--- src/rtl/cpu_defines_pkg.sv ---
// Shared pipeline definitions: load types, writeback-select codes and MEM2 FSM states.
package cpu_defines_pkg;

   typedef enum logic [2:0] {
      LT_LB  = 3'd0,
      LT_LBU = 3'd1,
      LT_LH  = 3'd2,
      LT_LHU = 3'd3,
      LT_LW  = 3'd4
   } LoadType_t;

   localparam logic [1:0] WBSEL_PC   = 2'd0;
   localparam logic [1:0] WBSEL_ALU  = 2'd1;
   localparam logic [1:0] WBSEL_OUTB = 2'd2;
   localparam logic [1:0] WBSEL_LOAD = 2'd3;

   typedef enum logic [1:0] {
      IDLE = 2'd0,
      WAIT = 2'd1,
      HAVE = 2'd2
   } mem2_state_t;

endpackage

--- src/rtl/load_align.sv ---
// Byte/halfword selection and sign/zero extension of a 32-bit read word.
module load_align
   import cpu_defines_pkg::*;
#(
   parameter int DATA_W = 32
) (
   input  logic [DATA_W-1:0] rdata_i,
   input  logic [1:0]        addr_i,
   input  LoadType_t         loadtype_i,
   output logic [DATA_W-1:0] result_o
);

   logic [7:0]  byteVal;
   logic [15:0] halfVal;

   always_comb begin
      case (addr_i)
         2'd0:    byteVal = rdata_i[7:0];
         2'd1:    byteVal = rdata_i[15:8];
         2'd2:    byteVal = rdata_i[23:16];
         default: byteVal = rdata_i[31:24];
      endcase
      halfVal = addr_i[1] ? rdata_i[31:16] : rdata_i[15:0];

      case (loadtype_i)
         LT_LB:   result_o = {{(DATA_W-8){byteVal[7]}}, byteVal};
         LT_LBU:  result_o = {{(DATA_W-8){1'b0}}, byteVal};
         LT_LH:   result_o = {{(DATA_W-16){halfVal[15]}}, halfVal};
         LT_LHU:  result_o = {{(DATA_W-16){1'b0}}, halfVal};
         default: result_o = rdata_i;
      endcase
   end

endmodule

--- src/rtl/mem2_stage_lsu.sv ---
// MEM2 pipeline stage: latches MEM fields, waits for/holds load data, and forms the WB result.
module mem2_stage_lsu
   import cpu_defines_pkg::*;
#(
   parameter int DATA_W      = 32,
   parameter int PC_LINK_OFF = 8,
   parameter int MAX_ORPHAN  = 3
) (
   input  logic              clk,
   input  logic              resetn,
   input  logic              mem2_flush,
   input  logic              mem2_wr,
   input  logic              mem_valid,
   input  logic              mem_isload,
   input  logic [DATA_W-1:0] mem_aluout,
   input  logic [DATA_W-1:0] mem_outb,
   input  logic [31:0]       mem_pc,
   input  logic [1:0]        mem_wbsel,
   input  logic [2:0]        mem_loadtype,
   input  logic [4:0]        mem_dst,
   input  logic              mem_regwr,
   input  logic              dbus_rvalid,
   input  logic [DATA_W-1:0] dbus_rdata,
   output logic [DATA_W-1:0] mem2_result,
   output logic [4:0]        mem2_dst,
   output logic              mem2_regwr,
   output logic              mem2_valid,
   output logic              mem2_stall_req
);

   localparam int OW = $clog2(MAX_ORPHAN + 1);

   logic              valid_q, regwr_q, stall_q;
   logic [4:0]        dst_q;
   logic [DATA_W-1:0] aluout_q, outb_q, hold_q;
   logic [31:0]       pc_q;
   logic [1:0]        wbsel_q;
   LoadType_t         loadtype_q;
   mem2_state_t       state_q, state_d;
   logic [OW-1:0]     orphan_q, orphan_d;

   logic issueLoad, rspDrop, rspCapture, flushWait, orphanOvf, protoErr;
   logic [DATA_W-1:0] alignedData, muxOut;

   assign issueLoad  = mem2_wr & ~mem2_flush & mem_valid & mem_isload;
   assign rspDrop    = dbus_rvalid & (orphan_q != '0);
   assign rspCapture = dbus_rvalid & (orphan_q == '0) & ((state_q == WAIT) | issueLoad);
   // A flushed load only becomes an orphan if its response is not arriving right now.
   assign flushWait  = mem2_flush & (state_q == WAIT) & ~(dbus_rvalid & (orphan_q == '0));
   assign orphanOvf  = flushWait & ~rspDrop & (orphan_q == OW'(MAX_ORPHAN));
   assign protoErr   = dbus_rvalid & (orphan_q == '0) & (state_q != WAIT) & ~issueLoad;

   always_comb begin
      state_d  = state_q;
      orphan_d = orphan_q;
      if (flushWait & ~rspDrop)
         orphan_d = orphanOvf ? orphan_q : orphan_q + OW'(1);
      else if (~flushWait & rspDrop)
         orphan_d = orphan_q - OW'(1);

      if (mem2_flush)
         state_d = IDLE;
      else if (state_q == WAIT) begin
         if (rspCapture)
            state_d = HAVE;
      end else if (mem2_wr)
         state_d = issueLoad ? (rspCapture ? HAVE : WAIT) : IDLE;
   end

   always_ff @(posedge clk) begin
      if (!resetn) begin
         state_q  <= IDLE;
         orphan_q <= '0;
         stall_q  <= 1'b0;
         hold_q   <= '0;
      end else begin
         state_q  <= state_d;
         orphan_q <= orphan_d;
         stall_q  <= (state_d == WAIT);
         if (rspCapture)
            hold_q <= dbus_rdata;
      end
   end

   always_ff @(posedge clk) begin
      if (!resetn) begin
         valid_q    <= 1'b0;
         regwr_q    <= 1'b0;
         dst_q      <= '0;
         aluout_q   <= '0;
         outb_q     <= '0;
         pc_q       <= '0;
         wbsel_q    <= '0;
         loadtype_q <= LT_LB;
      end else if (mem2_flush) begin
         valid_q <= 1'b0;
         regwr_q <= 1'b0;
      end else if (mem2_wr) begin
         valid_q    <= mem_valid;
         regwr_q    <= mem_regwr;
         dst_q      <= mem_dst;
         aluout_q   <= mem_aluout;
         outb_q     <= mem_outb;
         pc_q       <= mem_pc;
         wbsel_q    <= mem_wbsel;
         loadtype_q <= LoadType_t'(mem_loadtype);
      end
   end

   always_ff @(posedge clk) begin
      if (resetn) begin
         orphanOvfChk: assert (!orphanOvf);
         protoErrChk:  assert (!protoErr);
      end
   end

   load_align #(.DATA_W(DATA_W)) uAlign (
      .rdata_i   (hold_q),
      .addr_i    (aluout_q[1:0]),
      .loadtype_i(loadtype_q),
      .result_o  (alignedData)
   );

   always_comb begin
      case (wbsel_q)
         WBSEL_PC:   muxOut = DATA_W'(pc_q + 32'(PC_LINK_OFF));
         WBSEL_ALU:  muxOut = aluout_q;
         WBSEL_OUTB: muxOut = outb_q;
         default:    muxOut = alignedData;
      endcase
   end

   assign mem2_valid     = valid_q & ~stall_q;
   assign mem2_regwr     = regwr_q & valid_q & ~stall_q;
   assign mem2_stall_req = stall_q;
   assign mem2_dst       = dst_q;
   assign mem2_result    = mem2_valid ? muxOut : '0;

endmodule

--- config.mk ---
export PLATFORM = sky130hd
export DESIGN_NAME = mem2_stage_lsu
export DESIGN_NICKNAME = d
export VERILOG_FILES = /design/src/rtl/cpu_defines_pkg.sv /design/src/rtl/load_align.sv /design/src/rtl/mem2_stage_lsu.sv
export SDC_FILE = /design/constraint.sdc
export NUM_CORES = 1
export LEC_CHECK = 0
export CORE_UTILIZATION = 35
export CTS_BUF_LIST = sky130_fd_sc_hd__clkbuf_16
export DETAILED_ROUTE_END_ITERATION = 7
export GPL_TIMING_DRIVEN = 0
export HOLD_SLACK_MARGIN = 0.06
export PLACE_DENSITY = 0.72
export SYNTH_ARGS = -nofsm -noshare
export SYNTH_HDL_FRONTEND = slang
export SYNTH_SLANG_ARGS = --single-unit
--- constraint.sdc ---
create_clock -name clk -period 2.2 [get_ports clk]
set_input_delay 0.66 -clock clk [delete_from_list [all_inputs] [get_ports clk]]
set_output_delay 0.66 -clock clk [all_outputs]
set_load 0.01 [all_outputs]
==> flow_summary.yaml, run 1 <==
global_routing:
  gr-usage-all-layers: 0.271
  antenna_found_initial: 0
  overflow: 0
  grt_pass1_wl_mm: 45.1
  grt_pass1_vias: 8124
  grt_max_degree: 17
timing:
  setup_tns_ns: -19.39
  fin_skew_ns: 0.00609
  max_freq_ghz: 0.331
  tightest_slew_ns: 0.533
  worst_slack_ns: -0.820
  rsz0062_at_grt: "yes"
  finalHoldViolations: 0
  period_minus_slack_ns: 3.02
  holdWs_ns: 0.466
  maxSlewViolCount: 0
  setup_violations: 32
  relSlewSlack: 0.645
  fin_crit_sh: 1.37
cts:
  numCtsBuffers: 17
  clk_pin_slew_ns: 0.06
  cts_tree: "done"
  insertion_delay_ns: 0.44
  clockBufferDepth: 2
  ctsHtreeMaxLevel: 4
  clock_sinks: 145
  cts_root_buffer: "clkbuf_16"
floorplanning:
  die_y_um: 149
  io_pins: 186
  dieArea_um2: 22100
  die_w_um: 149
  core-area_um2: 21100
  row_count: 53
  initial_utilization: 0.358
place:
  dpl_cell_area_um2: 9920
  routabilityCongestion: 0.969
  place_hpwl_mm: 21.2
  dp.cells: 1450
  io_buffers: 184
  pre_cts_slack_ns: -1.23
route:
  wl_met1_mm: 12.6
  drt_iter0_markers: 757
  wl_met2_mm: 14.2
  top_layer: "met4"
  drc: 0
  num_vias: 8434
  drt-total-wl_mm: 31.0
  wire_per_inst_um: 20.1
  dr.pass1.iters: 6
  wl_met3_mm: 2.85
  via_per_inst: 5.47
  antenna_left: 0
setup_path:
  crit_fanout: 7
  crit_path_end_kind: "output port"
  r2r_slack_ns: 0.66
  crit_type: "flip-flop to output port"
  critPathArrivalTime_ns: 2.36
  cp.required_ns: 1.54
  cp_cell_sequence: "nand4_4 > nor4_4 > buf_6 > nand4_1 > xor2_1 > a31oi_2 > buf_2"
  cpPeakStageDelay_ns: 0.39
  start_kind: "flip-flop"
  slowest_stage: "dfxtp_4"
power:
  power_leakage_nw: 4.40
  pwr-share-clk: 0.433
  powerDensity_nw_per_um2: 563
  swShare: 0.262
  irDropWorstVdd_mv: 0.432
  switchingPower_mw: 1.79
  combPwrFrac: 0.153
  p_int_mw: 5.03
  seqPwrFrac: 0.413
cells_and_area:
  instances_no_fill: 1543
  final_cell_area_um2: 12100
  n_fill_cell: 1804
  drive_above_1_share: 0.289
  most-common-layout-cells: "309 x nand2_1, 150 x clkdlybuf4s50_1, 135 x a21boi_0"
  antenna_cells: 0
  syn_to_final_growth_pct: 60.6
  final_common_cell: "nand2_1"
  fin_nets: 1402
synth:
  avgSynthCellArea_um2: 7.61
  yosysWarnings: 0
  synth.largest_area_cell: "dfxtp_1"
  synth_area_um2: 7540
  yosysSeqAreaShare: 0.385
  async_flop_share: 0
  synth_top_cell_area_share: 0.385
  yosys-top-cells-area: "dfxtp_1 38%, nand2_1 16%, a21boi_0 13%, clkbuf_1 3.1%, a21oi_1 2.4%"
  synth_fp_nets: 1138
  synth-main-ff-cell: "dfxtp_1"
  synth-edff-count: 0
  ys_types: 54
  synth_seq_cells: 145
  netlist_instances: 991
min_path:
  hp-class: "flip-flop to flip-flop"
flow_run:
  drv_cap: 0
outcome:
  status: "finished with violations"
  violations: "setup timing"
[state kept, by name, indices dropped and copies added (netlist names)]
signal          count
aluout_q           32
hold_q             32
outb_q             32
pc_q               32
mem2_dst            5
loadtype_q          3
orphan_q            2
state_q             2
wbsel_q             2
mem2_stall_req      1
regwr_q             1
valid_q             1
[synth_stat cells, drive strengths merged, types with 7 or more instances]
| library cell | instances |
|---|---|
| nand2 | 321 |
| dfxtp | 145 |
| nand2b | 7 |
| mux2 | 16 |
| nor2b | 8 |
| nor2 | 33 |
| inv | 9 |
| o21ai | 25 |
| o22ai | 20 |
| clkbuf | 62 |
| a21boi | 139 |
| o21a | 7 |
| a221oi | 7 |
| nand4 | 8 |
| nor3 | 19 |
| a31oi | 8 |
| xor2 | 10 |
| xnor2 | 13 |
| nand3 | 16 |
| o221ai | 9 |
| buf | 13 |
| a21oi | 36 |
[power groups by stage]
stage          Clock, mW  Combinational, mW  Sequential [mW]
2_1_floorplan          0              0.393             2.85
3_3_place_gp           0              0.818             2.88
3_5_place_dp           0              0.827             2.88
4_1_cts             2.96              0.968             2.81
5_1_grt             3.07               1.12             2.83
6_report            2.96               1.05             2.82
[critical path: cells and delay by family (launching register included)]
| kind | cells | cell delay [ns] |
|---|---|---|
| simple gates | 3 | 0.71 |
| flops | 1 | 0.39 |
| buf+inv | 2 | 0.35 |
| xor+xnor | 1 | 0.24 |
| compound gates | 1 | 0.24 |
[routing by layer]
metal | global-route usage | vias to the layer above
met1 | 0.339 | 3943
met2 | 0.434 | 429
met4 | 0.114 | 0
met5 | 0 | -
li1 | - | 3956
met3 | 0.0795 | 106
[stage by stage]
step | utilization | total power, mW
finish | 0.574 | 6.82
global route | 0.574 | 7.02
CTS | 0.552 | 6.74
detailed placement | 0.471 | 3.71
global placement | 0.471 | 3.69
floorplan | - | 3.24
[area by class of cell]
cell class	instances	area (um2)	area share
clock inverters	15	168	0.0138
inverters	9	36.3	0.00300
flip-flops and latches	145	3000	0.248
repair buffers	251	2280	0.188
multi-input cells	762	5360	0.442
plain buffers	69	495	0.0409
well taps	275	344	0.0284
clock buffers	17	425	0.0351
[final timing paths]
path | startpoint | to | cells past startpoint
setup reg to reg | orphan_q[0]$_SDFFE_PN0P_ | hold_q[14]$_SDFFE_PN0P_ | 5
hold / removal | outb_q[17]$_SDFFE_PN0N_ | outb_q[17]$_SDFFE_PN0N_ | 2
hold reg to reg | outb_q[17]$_SDFFE_PN0N_ | outb_q[17]$_SDFFE_PN0N_ | 2
setup / recovery | pc_q[11]$_SDFFE_PN0N_ | mem2_result[31] | 7
[timing repair]
| action | in CTS | in global routing |
|---|---|---|
| buffers inserted | 48 | 18 |
| gates resized for setup | 357 | 105 |
| pin swaps | 61 | 52 |
| hold buffers | 0 | 0 |
| endpoints found under the setup margin | 103 | 98 |
| cloned | 3 | 0 |
[kinds of logic (layout without fill, tap and decap cells)]
group,count (synthesis),in the layout,share of synthesized area
xor gates and xnor gates,23,23,0.0267
adders and majority gates,1,1,0.00166
DFF,145,145,0.385
and+or+nand+nor,440,440,0.253
muxes,22,22,0.0319
buffers and inverters,84,361,0.0431
AOI/OAI and AO/OA,276,276,0.259
No activity file was read; power rests on OpenSTA's default activity.
==> inputs of run 2 (changes only) <==
--- a/config.mk
+++ b/config.mk
@@ -8,9 +8,8 @@
 export CORE_UTILIZATION = 35
 export CTS_BUF_LIST = sky130_fd_sc_hd__clkbuf_16
 export DETAILED_ROUTE_END_ITERATION = 7
-export GPL_TIMING_DRIVEN = 0
 export HOLD_SLACK_MARGIN = 0.06
-export PLACE_DENSITY = 0.72
+export PLACE_DENSITY = 0.7
 export SYNTH_ARGS = -nofsm -noshare
 export SYNTH_HDL_FRONTEND = slang
 export SYNTH_SLANG_ARGS = --single-unit
==> constraint.sdc (replaced) <==
create_clock -name clk -period 2.8 [get_ports clk]
set_input_delay 0.84 -clock clk [delete_from_list [all_inputs] [get_ports clk]]
set_output_delay 0.84 -clock clk [all_outputs]
set_load 0.01 [all_outputs]
==> run 2 against run 1 <==
  * The run still ends with setup timing left
  * Sequential cell count unchanged
  * Clock power fell by 21%
  * Critical path depth grew 3
  * Non-clock buffer count increased by 41
  * Count of clock-buffer cells in the layout is the same
  * Power down 22%
  * Highest routed layer unchanged
==> flow_summary.yaml, run 2 (same netlist as run 1, synthesis figures left out) <==
cts:
  insertion_delay_ns: 0.43
  cts_root_buffer: "clkbuf_16"
  ctsHtreeMaxLevel: 4
  postCtsHoldBufs: 0
  numCtsBuffers: 17
  clk_pin_slew_ns: 0.06
  clock_sinks: 145
  cts_tree: "done"
  clockBufferDepth: 2
timing:
  tightest_slew_ns: 0.520
  worst_slack_ns: -0.349
  max_freq_ghz: 0.318
  finalHoldViolations: 0
  rsz0062_at_grt: "yes"
  setup_tns_ns: -6.61
  maxSlewViolCount: 0
  setup_violations: 31
  relSlewSlack: 0.653
  period_minus_slack_ns: 3.15
  fin_skew_ns: 0.00700
  fin_crit_sh: 1.12
floorplanning:
  row_count: 53
  die_y_um: 149
  core-area_um2: 21100
  io_pins: 186
  dieArea_um2: 22100
  initial_utilization: 0.358
  die_w_um: 149
route:
  wire_per_inst_um: 17.6
  dr.pass1.iters: 5
  drt_iter0_markers: 555
  drc: 0
  drt-total-wl_mm: 27.8
  antenna_left: 0
  num_vias: 8174
  via_per_inst: 5.16
place:
  dpl_cell_area_um2: 10700
  dp.cells: 1523
  routabilityCongestion: 0.959
  io_buffers: 185
  place_hpwl_mm: 20.1
setup_path:
  crit_type: "flip-flop to output port"
  critPathArrivalTime_ns: 2.31
  start_kind: "flip-flop"
  r2r-end: "hold_q[23]$_SDFFE_PN0P_"
  r2r.worst_path.cells: 6
  cp.required_ns: 1.96
  crit_fanout: 6
  r2r_slack_ns: 1.36
  reg2reg_from: "orphan_q[0]$_SDFFE_PN0P_"
  crit_path_end_kind: "output port"
cells_and_area:
  drive_above_1_share: 0.302
  most-common-layout-cells: "316 x nand2_1, 152 x clkdlybuf4s50_1, 140 x buf_4"
  fin_nets: 1443
  instances_no_fill: 1583
  syn_to_final_growth_pct: 63.3
  antenna_cells: 0
  final_common_cell: "nand2_1"
  final_cell_area_um2: 12300
  utilization: 0.584
power:
  power_leakage_nw: 4.62
  finalPower_mw: 5.35
  powerDensity_nw_per_um2: 435
  irDropWorstVdd_mv: 0.326
min_path:
  min_path_cells: 2
  min_to: "mem2_dst[2]$_SDFFE_PN0N_"
  holdCritStartpoint: "mem2_dst[2]$_SDFFE_PN0N_"
  hp-class: "flip-flop to flip-flop"
flow_run:
  drv_cap: 0
global_routing:
  antenna_found_initial: 0
  grt_pass1_wl_mm: 42.1
  grt_pass1_vias: 7826
  overflow: 0
  gr-usage-all-layers: 0.249
  grt_max_degree: 80
outcome:
  status: "finished with violations"
  violations: "setup timing"
## run 2: changes by cell type in the layout (fill, tap and decap cells not counted), moves of 6 or more
cell / delta
a21oi_2: -6
buf_12: +11
buf_2: -15
buf_4: +92
buf_6: +8
clkbuf_1: -28
clkbuf_2: -13
dfxtp_1: +12
dfxtp_2: +7
dfxtp_4: -19
nand2_1: +7
## run 2: power by group
part           total (mW)  internal [mW]  switching (mW)
Clock                2.33           1.39           0.941
Sequential           2.20           2.14          0.0620
Combinational       0.813          0.447           0.366
## run 2: worst max path at each step
stage / start / to / slack (ns)
after floorplan: pc_q[3]$_SDFFE_PN0N_ / mem2_result[19] / 0.18
after global placement: pc_q[9]$_SDFFE_PN0N_ / mem2_result[25] / -0.34
after detailed placement: pc_q[4]$_SDFFE_PN0N_ / mem2_result[27] / -0.36
after CTS: pc_q[9]$_SDFFE_PN0N_ / mem2_result[14] / -0.46
after global routing: loadtype_q[1]$_SDFFE_PN0N_ / mem2_result[18] / -0.42
final: aluout_q[1]$_SDFFE_PN0N_ / mem2_result[22] / -0.35
## run 2: layout make-up
cell class	count	area, um2
flip-flops and latches	145	2940
multi-input cells	762	5090
clock buffers	17	425
well taps	275	344
fillers	1868	8780
repair buffers	361	3310
inverters	9	36.3
clock inverters	14	168
## run 2: stage by stage
stage               setup WS [ns]  hold slack, ns
finish                     -0.349           0.460
global route               -0.418           0.479
CTS                        -0.458           0.465
detailed placement         -0.359           0.456
global placement           -0.335           0.450
floorplan                   0.184           0.440
## run 2: layer usage
layer | up-vias | GRT usage | share of wire
met5 | - | 0 | 0
met4 | 0 | 0.0735 | 0.017
met3 | 33 | 0.0419 | 0.060
met2 | 262 | 0.411 | 0.47
met1 | 3868 | 0.333 | 0.45
li1 | 4011 | - | -
## run 2: worst max-delay path: stages, from the launching register on
cell	delay, ns
dfxtp_4	0.37
mux2_4	0.32
a22oi_2	0.23
o31ai_2	0.09
buf_4	0.17
buf_4	0.14
buf_6	0.11
a21oi_2	0.14
a211oi_2	0.06
buf_4	0.14
buf_6	0.11
## run 2: what timing repair did
item	CTS	global route
gates resized for setup	289	57
endpoints found under the setup margin	34	32
buffers inserted	21	16
pin swaps	48	45
